<file path="src/rtl/dmem_lane_tag_tracker.sv">
// Per-lane outstanding-request tracker: swaps core tags for local slot indices on the
// way to data memory and restores them on the registered response path.

module dmem_lane_tag_tracker_lane #(
   parameter int CORE_TAG_BITS  = 32,
   parameter int MEM_TAG_BITS   = 32,
   parameter int DMEM_DATA_BITS = 32,
   parameter int NUM_TAGS       = 4
) (
   input  logic                      clock,
   input  logic                      reset,
   input  logic                      core_req_valid_i,
   output logic                      core_req_ready_o,
   input  logic [CORE_TAG_BITS-1:0]  core_req_tag_i,
   output logic                      mem_req_valid_o,
   input  logic                      mem_req_ready_i,
   output logic [MEM_TAG_BITS-1:0]   mem_req_tag_o,
   output logic                      core_resp_valid_o,
   input  logic                      core_resp_ready_i,
   output logic [CORE_TAG_BITS-1:0]  core_resp_tag_o,
   output logic [DMEM_DATA_BITS-1:0] core_resp_data_o,
   input  logic                      mem_resp_valid_i,
   output logic                      mem_resp_ready_o,
   input  logic [MEM_TAG_BITS-1:0]   mem_resp_tag_i,
   input  logic [DMEM_DATA_BITS-1:0] mem_resp_data_i,
   output logic                      tag_error_o,
   output logic                      lane_idle_o
);
   localparam int IDX_W = $clog2(NUM_TAGS);

   logic [NUM_TAGS-1:0]       busy_q, busy_d;
   logic [CORE_TAG_BITS-1:0]  tag_tbl_q [NUM_TAGS];
   logic                      rsp_vld_q, rsp_vld_d;
   logic [CORE_TAG_BITS-1:0]  rsp_tag_q, rsp_tag_d;
   logic [DMEM_DATA_BITS-1:0] rsp_data_q, rsp_data_d;
   logic                      err_q, err_d;
   logic [IDX_W-1:0]          alloc_idx, rsp_idx;
   logic                      any_free, req_fire, rsp_fire, rsp_hit;

   // Lowest free slot, from registered busy only: a slot freed this cycle waits a cycle.
   always_comb begin
      alloc_idx = '0;
      for (int i = NUM_TAGS - 1; i >= 0; i--)
         if (!busy_q[i]) alloc_idx = IDX_W'(i);
   end

   assign any_free         = ~&busy_q;
   assign core_req_ready_o = mem_req_ready_i & any_free;
   assign mem_req_valid_o  = core_req_valid_i & any_free;
   assign mem_req_tag_o    = MEM_TAG_BITS'(alloc_idx);
   assign req_fire         = core_req_valid_i & mem_req_ready_i & any_free;

   assign mem_resp_ready_o = ~rsp_vld_q | core_resp_ready_i;
   assign rsp_fire         = mem_resp_valid_i & mem_resp_ready_o;
   assign rsp_idx          = mem_resp_tag_i[IDX_W-1:0];
   assign rsp_hit          = ((mem_resp_tag_i >> IDX_W) == '0) &&
                             (32'(rsp_idx) < 32'(NUM_TAGS)) && busy_q[rsp_idx];

   always_comb begin
      busy_d     = busy_q;
      rsp_vld_d  = rsp_vld_q;
      rsp_tag_d  = rsp_tag_q;
      rsp_data_d = rsp_data_q;
      err_d      = err_q;
      if (req_fire) busy_d[alloc_idx] = 1'b1;
      if (rsp_fire && rsp_hit) begin
         busy_d[rsp_idx] = 1'b0;
         rsp_vld_d       = 1'b1;
         rsp_tag_d       = tag_tbl_q[rsp_idx];
         rsp_data_d      = mem_resp_data_i;
      end else if (core_resp_ready_i) begin
         rsp_vld_d = 1'b0;
      end
      if (rsp_fire && !rsp_hit) err_d = 1'b1;
   end

   always_ff @(posedge clock) begin
      if (reset) begin
         busy_q     <= '0;
         rsp_vld_q  <= 1'b0;
         rsp_tag_q  <= '0;
         rsp_data_q <= '0;
         err_q      <= 1'b0;
      end else begin
         busy_q     <= busy_d;
         rsp_vld_q  <= rsp_vld_d;
         rsp_tag_q  <= rsp_tag_d;
         rsp_data_q <= rsp_data_d;
         err_q      <= err_d;
      end
   end

   // Table contents are only meaningful under busy, so no reset is needed.
   always_ff @(posedge clock) begin
      if (req_fire) tag_tbl_q[alloc_idx] <= core_req_tag_i;
   end

   assign core_resp_valid_o = rsp_vld_q;
   assign core_resp_tag_o   = rsp_tag_q;
   assign core_resp_data_o  = rsp_data_q;
   assign tag_error_o       = err_q;
   assign lane_idle_o       = ~|busy_q & ~rsp_vld_q;
endmodule

module dmem_lane_tag_tracker #(
   parameter int NUM_LANES      = 1,
   parameter int ARCH_LEN       = 32,
   parameter int DMEM_DATA_BITS = 32,
   parameter int CORE_TAG_BITS  = 32,
   parameter int MEM_TAG_BITS   = 32,
   parameter int NUM_TAGS       = 4,
   localparam int DMEM_MASK_BITS = DMEM_DATA_BITS / 8,
   localparam int DMEM_SIZE_BITS = $clog2($clog2(DMEM_DATA_BITS / 8) + 1)
) (
   input  logic                                clock,
   input  logic                                reset,
   input  logic [NUM_LANES-1:0]                core_req_valid_i,
   output logic [NUM_LANES-1:0]                core_req_ready_o,
   input  logic [NUM_LANES-1:0]                core_req_store_i,
   input  logic [NUM_LANES*CORE_TAG_BITS-1:0]  core_req_tag_i,
   input  logic [NUM_LANES*ARCH_LEN-1:0]       core_req_address_i,
   input  logic [NUM_LANES*DMEM_SIZE_BITS-1:0] core_req_size_i,
   input  logic [NUM_LANES*DMEM_DATA_BITS-1:0] core_req_data_i,
   input  logic [NUM_LANES*DMEM_MASK_BITS-1:0] core_req_mask_i,
   output logic [NUM_LANES-1:0]                core_resp_valid_o,
   input  logic [NUM_LANES-1:0]                core_resp_ready_i,
   output logic [NUM_LANES*CORE_TAG_BITS-1:0]  core_resp_tag_o,
   output logic [NUM_LANES*DMEM_DATA_BITS-1:0] core_resp_data_o,
   output logic [NUM_LANES-1:0]                mem_req_valid_o,
   input  logic [NUM_LANES-1:0]                mem_req_ready_i,
   output logic [NUM_LANES-1:0]                mem_req_store_o,
   output logic [NUM_LANES*ARCH_LEN-1:0]       mem_req_address_o,
   output logic [NUM_LANES*DMEM_SIZE_BITS-1:0] mem_req_size_o,
   output logic [NUM_LANES*DMEM_DATA_BITS-1:0] mem_req_data_o,
   output logic [NUM_LANES*DMEM_MASK_BITS-1:0] mem_req_mask_o,
   output logic [NUM_LANES*MEM_TAG_BITS-1:0]   mem_req_tag_o,
   input  logic [NUM_LANES-1:0]                mem_resp_valid_i,
   output logic [NUM_LANES-1:0]                mem_resp_ready_o,
   input  logic [NUM_LANES*MEM_TAG_BITS-1:0]   mem_resp_tag_i,
   input  logic [NUM_LANES*DMEM_DATA_BITS-1:0] mem_resp_data_i,
   output logic [NUM_LANES-1:0]                tag_error_o,
   output logic [NUM_LANES-1:0]                lane_idle_o
);
   assign mem_req_store_o   = core_req_store_i;
   assign mem_req_address_o = core_req_address_i;
   assign mem_req_size_o    = core_req_size_i;
   assign mem_req_data_o    = core_req_data_i;
   assign mem_req_mask_o    = core_req_mask_i;

   for (genvar g = 0; g < NUM_LANES; g++) begin : g_lane
      dmem_lane_tag_tracker_lane #(
         .CORE_TAG_BITS  (CORE_TAG_BITS),
         .MEM_TAG_BITS   (MEM_TAG_BITS),
         .DMEM_DATA_BITS (DMEM_DATA_BITS),
         .NUM_TAGS       (NUM_TAGS)
      ) u_lane (
         .clock             (clock),
         .reset             (reset),
         .core_req_valid_i  (core_req_valid_i[g]),
         .core_req_ready_o  (core_req_ready_o[g]),
         .core_req_tag_i    (core_req_tag_i[CORE_TAG_BITS*g +: CORE_TAG_BITS]),
         .mem_req_valid_o   (mem_req_valid_o[g]),
         .mem_req_ready_i   (mem_req_ready_i[g]),
         .mem_req_tag_o     (mem_req_tag_o[MEM_TAG_BITS*g +: MEM_TAG_BITS]),
         .core_resp_valid_o (core_resp_valid_o[g]),
         .core_resp_ready_i (core_resp_ready_i[g]),
         .core_resp_tag_o   (core_resp_tag_o[CORE_TAG_BITS*g +: CORE_TAG_BITS]),
         .core_resp_data_o  (core_resp_data_o[DMEM_DATA_BITS*g +: DMEM_DATA_BITS]),
         .mem_resp_valid_i  (mem_resp_valid_i[g]),
         .mem_resp_ready_o  (mem_resp_ready_o[g]),
         .mem_resp_tag_i    (mem_resp_tag_i[MEM_TAG_BITS*g +: MEM_TAG_BITS]),
         .mem_resp_data_i   (mem_resp_data_i[DMEM_DATA_BITS*g +: DMEM_DATA_BITS]),
         .tag_error_o       (tag_error_o[g]),
         .lane_idle_o       (lane_idle_o[g])
      );
   end
endmodule

</file>
<file path="config.mk">
export PLATFORM = sky130hd
export DESIGN_NAME = dmem_lane_tag_tracker
export DESIGN_NICKNAME = d
export VERILOG_FILES = /design/src/rtl/dmem_lane_tag_tracker.sv
export SDC_FILE = /design/constraint.sdc
export NUM_CORES = 1
export LEC_CHECK = 0
export BUFFER_PORTS_ARGS = -buffer_cell sky130_fd_sc_hd__buf_2
export CAP_MARGIN = 20
export CORE_AREA = 2 2 134 136
export CTS_BUF_LIST = sky130_fd_sc_hd__clkbuf_4 sky130_fd_sc_hd__clkbuf_8
export CTS_CLUSTER_DIAMETER = 150
export DETAILED_ROUTE_END_ITERATION = 12
export DIE_AREA = 0 0 136 138
export HOLD_SLACK_MARGIN = 0.12
export PLACE_DENSITY = 0.94
export SYNTH_ARGS = -nofsm -noshare
export SYNTH_HDL_FRONTEND = slang
export SYNTH_HIERARCHICAL = 1
export SYNTH_SLANG_ARGS = --single-unit
</file>
<file path="constraint.sdc">
create_clock -name clock -period 6.62 [get_ports clock]
set_input_delay 0.662 -clock clock [delete_from_list [all_inputs] [get_ports clock]]
set_output_delay 0.662 -clock clock [all_outputs]
set_load 0.02 [all_outputs]
</file>
# Yosys cells after proc, flatten, opt, wreduce, memory -nomap -nowiden
# Memory sizes are Yosys's and may differ from the RTL's. A register that Yosys moved wholly into a read port is not among the register bits.
# Index checks and enable logic that the tools add are counted.
# op_classes
n_bitwise	11
muxes	16
magnitude_cmp	4
n_reduce_logical	12
# op_table
op	count
$logic_not A32 Y1	1
$mux W2	4
$mux W4	2
$mux W1	7
$and A1 B1 Y1	6
$lt A2 B3 Y1 const B	2
$logic_and A1 B1 Y1	5
$and A4 B4 Y4	1
$demux W1 S2	2
$ge A2 B1 Y1 const B	2
$not A4 Y4	1
$or A4 B4 Y4	1
$reduce_and A4 Y1	1
$reduce_or A4 Y1	1
$logic_not A1 Y1	3
$bmux W1 S2	1
$reduce_bool A2 Y1	1
$not A1 Y1	1
$or A1 B1 Y1	1
# word_totals
wordCells	48
input_bits	173
mem_count	1
ramBits	128
output_inout_bits	173
register_bits	38
# memory_table
memory	words	word_bits	read_ports	rd_clocked_by_memory_dff	write_ports	line_no	source
g_lane[0].u_lane.tag_tbl_q	4	32	1	1	1	32	logic [CORE_TAG_BITS-1:0] tag_tbl_q [NUM_TAGS];

# Logic depth before layout (Yosys ltp)
# logic_depth
word_depth	12
mapped_depth	6
mapped_depth_nobuf	4

# Cells and area by module
# Netlist, hierarchy kept.
# modules_own_cells
module	seq_area_each_um2	area_each_um2	cells_each	n_inst
dmem_lane_tag_tracker_lane	5245.0	8177.8	531	1
dmem_lane_tag_tracker	0.0	533.0	71	1

# Worst setup path after synthesis
# OpenSTA, ideal clock, no wires.
# synth_path
path_kind	in2reg
start	in core_req_valid_i
end	mem g_lane[0].u_lane.tag_tbl_q[3][0], enable pin
required_time_ns	6.104
path_stages	2
slack_ns	1.915
n_path_buf	0
arrival_time_ns	4.189
setup_time_ns	0.516
cell_sequence	nand2_1 nor4b_1
# synth_via
elab_chain_len	4
# synth_rtl
item	line_no	source
start: declaration	117	input logic [NUM_LANES-1:0] core_req_valid_i,
$and A1 B1 Y1 (2 in series)	51	assign req_fire = core_req_valid_i & mem_req_ready_i & any_free;
$mux W1	95	if (req_fire) tag_tbl_q[alloc_idx] <= core_req_tag_i;
$mux W1 (implied by the code)	95	
end: declaration	32	
# Every way passes these cells.

# Final worst setup path
# layout_path
start	in mem_resp_tag_i[1]
end	reg g_lane[0].u_lane.busy_q[0]
# layout_via
elab_chain_len	7
word_cells_on_any_way	12
# layout_rtl
item	line_no	source
start: declaration	139	input logic [NUM_LANES*MEM_TAG_BITS-1:0] mem_resp_tag_i,
$lt A2 B3 Y1 (implied by the code) or $ge A2 B1 Y1 (tied branches)	67	busy_d[rsp_idx] = 1'b0;
$logic_and A1 B1 Y1 (implied by the code)	67	
$mux W1 (implied by the code)	67	
$demux W1 S2	n/a	
$not A4 Y4 (no line)	n/a	
$and A4 B4 Y4 (no line)	n/a	
$mux W4 (*)	66	if (rsp_fire && rsp_hit) begin
end signal: assignment	85	busy_q <= busy_d;
end: declaration	31	logic [NUM_TAGS-1:0] busy_q, busy_d;
# Mark *: on every way between the ends. The rest lies on a longest branch, timed or not. The select of a mux whose other input is x is not followed.
# A chain may end at the register's enable or synchronous reset.

==> metrics.txt <==
status complete, no violations; total gr overflow 0; # Max-Cap Violations 0; CTS clk-pin slew, worst paths 110 ps; post-route ant nets 0; FF-to-FF setup slack 4430 ps; CP Launch Point mem_resp_tag_i[1]; Worst Hold Depth 1; VDD IR max 0.138 mV; Seq cells post-synth 198; row count 49; final-report max-slew violation count 0; clock tree buffer depth 2; asr flop ratio synth 0; Switching Share 0.238; predominant post-synthesis flop cell edfxtp_1; total global routing track utilization 0.173; vias in the first global route 4577; Critical Path AT 2980 ps; initial antenna violation count 0; Sink Count 198; synth warn 6; Max FO, Critical Path 37; Die Span Y 138 um; multi-input logic area 2650 um2; endpoint type of the worst setup path flop; Hold Path Class primary input to flop; RePlAce Congestion 0.905; Final setup viols 0; sequential share of the synthesized area 0.602; largest net degree at the start of global routing 100; total internal power 0.00171 W; via count 4727; Die Footprint 18800 um2; FF-to-FF Start g_lane[0].u_lane/busy_q[1]$_SDFF_PP0_; Area Growth Syn to Fin 8.98%; Post-CTS Resized 0; Ports 346; Skew-Pair Late Insertion Delay 460 ps; dpl cell area 9100 um2; sequential power share 0.595; Pwr Total 0.00224 W; RSZ-0062 raised after global routing false; CP required 6970 ps; register area 5250 um2; Core ar. 17500 um2; Min Clock Period, post-route 2620 ps; CTS Root Cell clkbuf_8; CTS tree done; worst rel slew slack 0.306; Final Skew 11.0 ps; DR WL/cell 17.3 um; initial cell density of the core 0.497; Vias/cell 5.03; combinational share of power 0.064; most common cell after layout, fill and taps aside buf_2; Tightest Pin Transition 1040 ps; max frequency 381 MHz; P per Cell Area 236 nW/um2; commonest non-fill, non-tap cells in the layout buf_2 (173), nand2b_1 (131), edfxtp_1 (128); I/O Buffers 173; Pre-antenna DRT Iters 4; Post-Syn Area 8710 um2; Final Cell Area 9490 um2; Final Net Count 871; period utilization 0.396; global-route wire length before repair 24600 um; die width 136 um; ANT cells 0; Max H-tree Level 4; final hold violations 0; final WL 16300 um; Post-synth EDFFs 128; layout cells sized above 1 0.353; sw power 0.000532 W; startpoint types primary input; DR DRC count 0; crit path kind primary input to flop; R2R cell count 4; Mean Syn Cell Area 14.5 um2; Post-CTS Setup Inserts 0; FILL cells 1385; min-delay src core_req_tag_i[14]; Netlist cell types 31; synthesized instance count 602; initial DRC count 238; post-DP HPWL 10600 um; Clock power frac 0.341; final setup TNS 0 ps; CTS Buf Count 17; Leakage 3.77 nW; Post-CTS Hold Buffers 0
## area by class of cell
type | instances | share of cell area
inverters | 2 | 0.000791
well taps | 229 | 0.0302
repair buffers | 179 | 0.0960
clock inverters | 15 | 0.0170
multi-input cells | 300 | 0.279
clock buffers | 17 | 0.0246
flip-flops and latches | 198 | 0.553
## state kept, by name, summed over array words and instances, names as in the netlist
signal,count
g_lane.u_lane/tag_tbl_q,128
g_lane.u_lane/tag_error_o,1
g_lane.u_lane/core_resp_data_o,32
g_lane.u_lane/core_resp_tag_o,32
g_lane.u_lane/core_resp_valid_o,1
g_lane.u_lane/busy_q,4
## path summary, 6_finish.rpt
path,endpoint
max reg2reg,g_lane[0].u_lane/busy_q[0]$_SDFF_PP0_
max,g_lane[0].u_lane/busy_q[0]$_SDFF_PP0_
min,g_lane[0].u_lane/tag_tbl_q[0][14]$_DFFE_PP_
min reg2reg,g_lane[0].u_lane/core_resp_data_o[4]$_SDFFE_PP0P_
## synth_stat cells (3+ instances only)
master	number	area, um2
a21oi_1	4	20.0
a31oi_1	3	18.8
buf_12	3	60.1
buf_2	5	25.0
buf_4	104	781
clkbuf_1	17	63.8
dfxtp_1	70	1400
edfxtp_1	128	3840
mux2i_1	64	641
mux4_1	3	78.8
mux4_2	30	676
nand2_1	3	11.3
nand2b_1	131	820
nand4_1	4	25.0
nor2_1	5	18.8
nor4_1	3	18.8
nor4_2	4	50.1
## routing by layer
layer | part of all wire | global-route usage | vias up
met1 | 0.42 | 0.223 | 2252
met3 | 0.12 | 0.0873 | 12
met4 | 0.0069 | 0.0477 | 0
met5 | 0 | 0 | -
met2 | 0.45 | 0.259 | 259
li1 | - | - | 2204
## kinds of logic (layout without fill, tap and decap cells)
| kind of cell | after synthesis | after routing | synth area share |
|---|---|---|---|
| buf+inv | 133 | 213 | 0.110 |
| compound gates | 13 | 13 | 0.0102 |
| flops | 198 | 198 | 0.602 |
| other cells | 1 | 30 | 0.000430 |
| mux | 97 | 97 | 0.160 |
| simple gates | 160 | 160 | 0.117 |
## critical path, cell delays in order
cell	delay (ps)
buf_2	670
mux4_2	390
or4b_2	600
buf_4	320
o31a_1	320
## power by group through the flow
stage	Clock, W	Sequential (W)	Combinational (W)
global route	0.000844	0.00133	0.000155
detailed placement	0	0.00136	0.000142
finish	0.000764	0.00133	0.000142
floorplan	0	0.00136	0.000164
global placement	0	0.00136	0.000138
CTS	0.000791	0.00133	0.000143
## through the flow
step | util | cells | hold WS, ps | worst slack [ps]
global route | 0.541 | 940 | 365 | 3860
finish | 0.541 | 940 | 412 | 4000
detailed placement | 0.519 | 908 | 456 | 3470
CTS | 0.541 | 940 | 377 | 3970
floorplan | - | 631 | 544 | 1910
global placement | 0.519 | 908 | 453 | 3540
(Power assumes the default switching activity.)
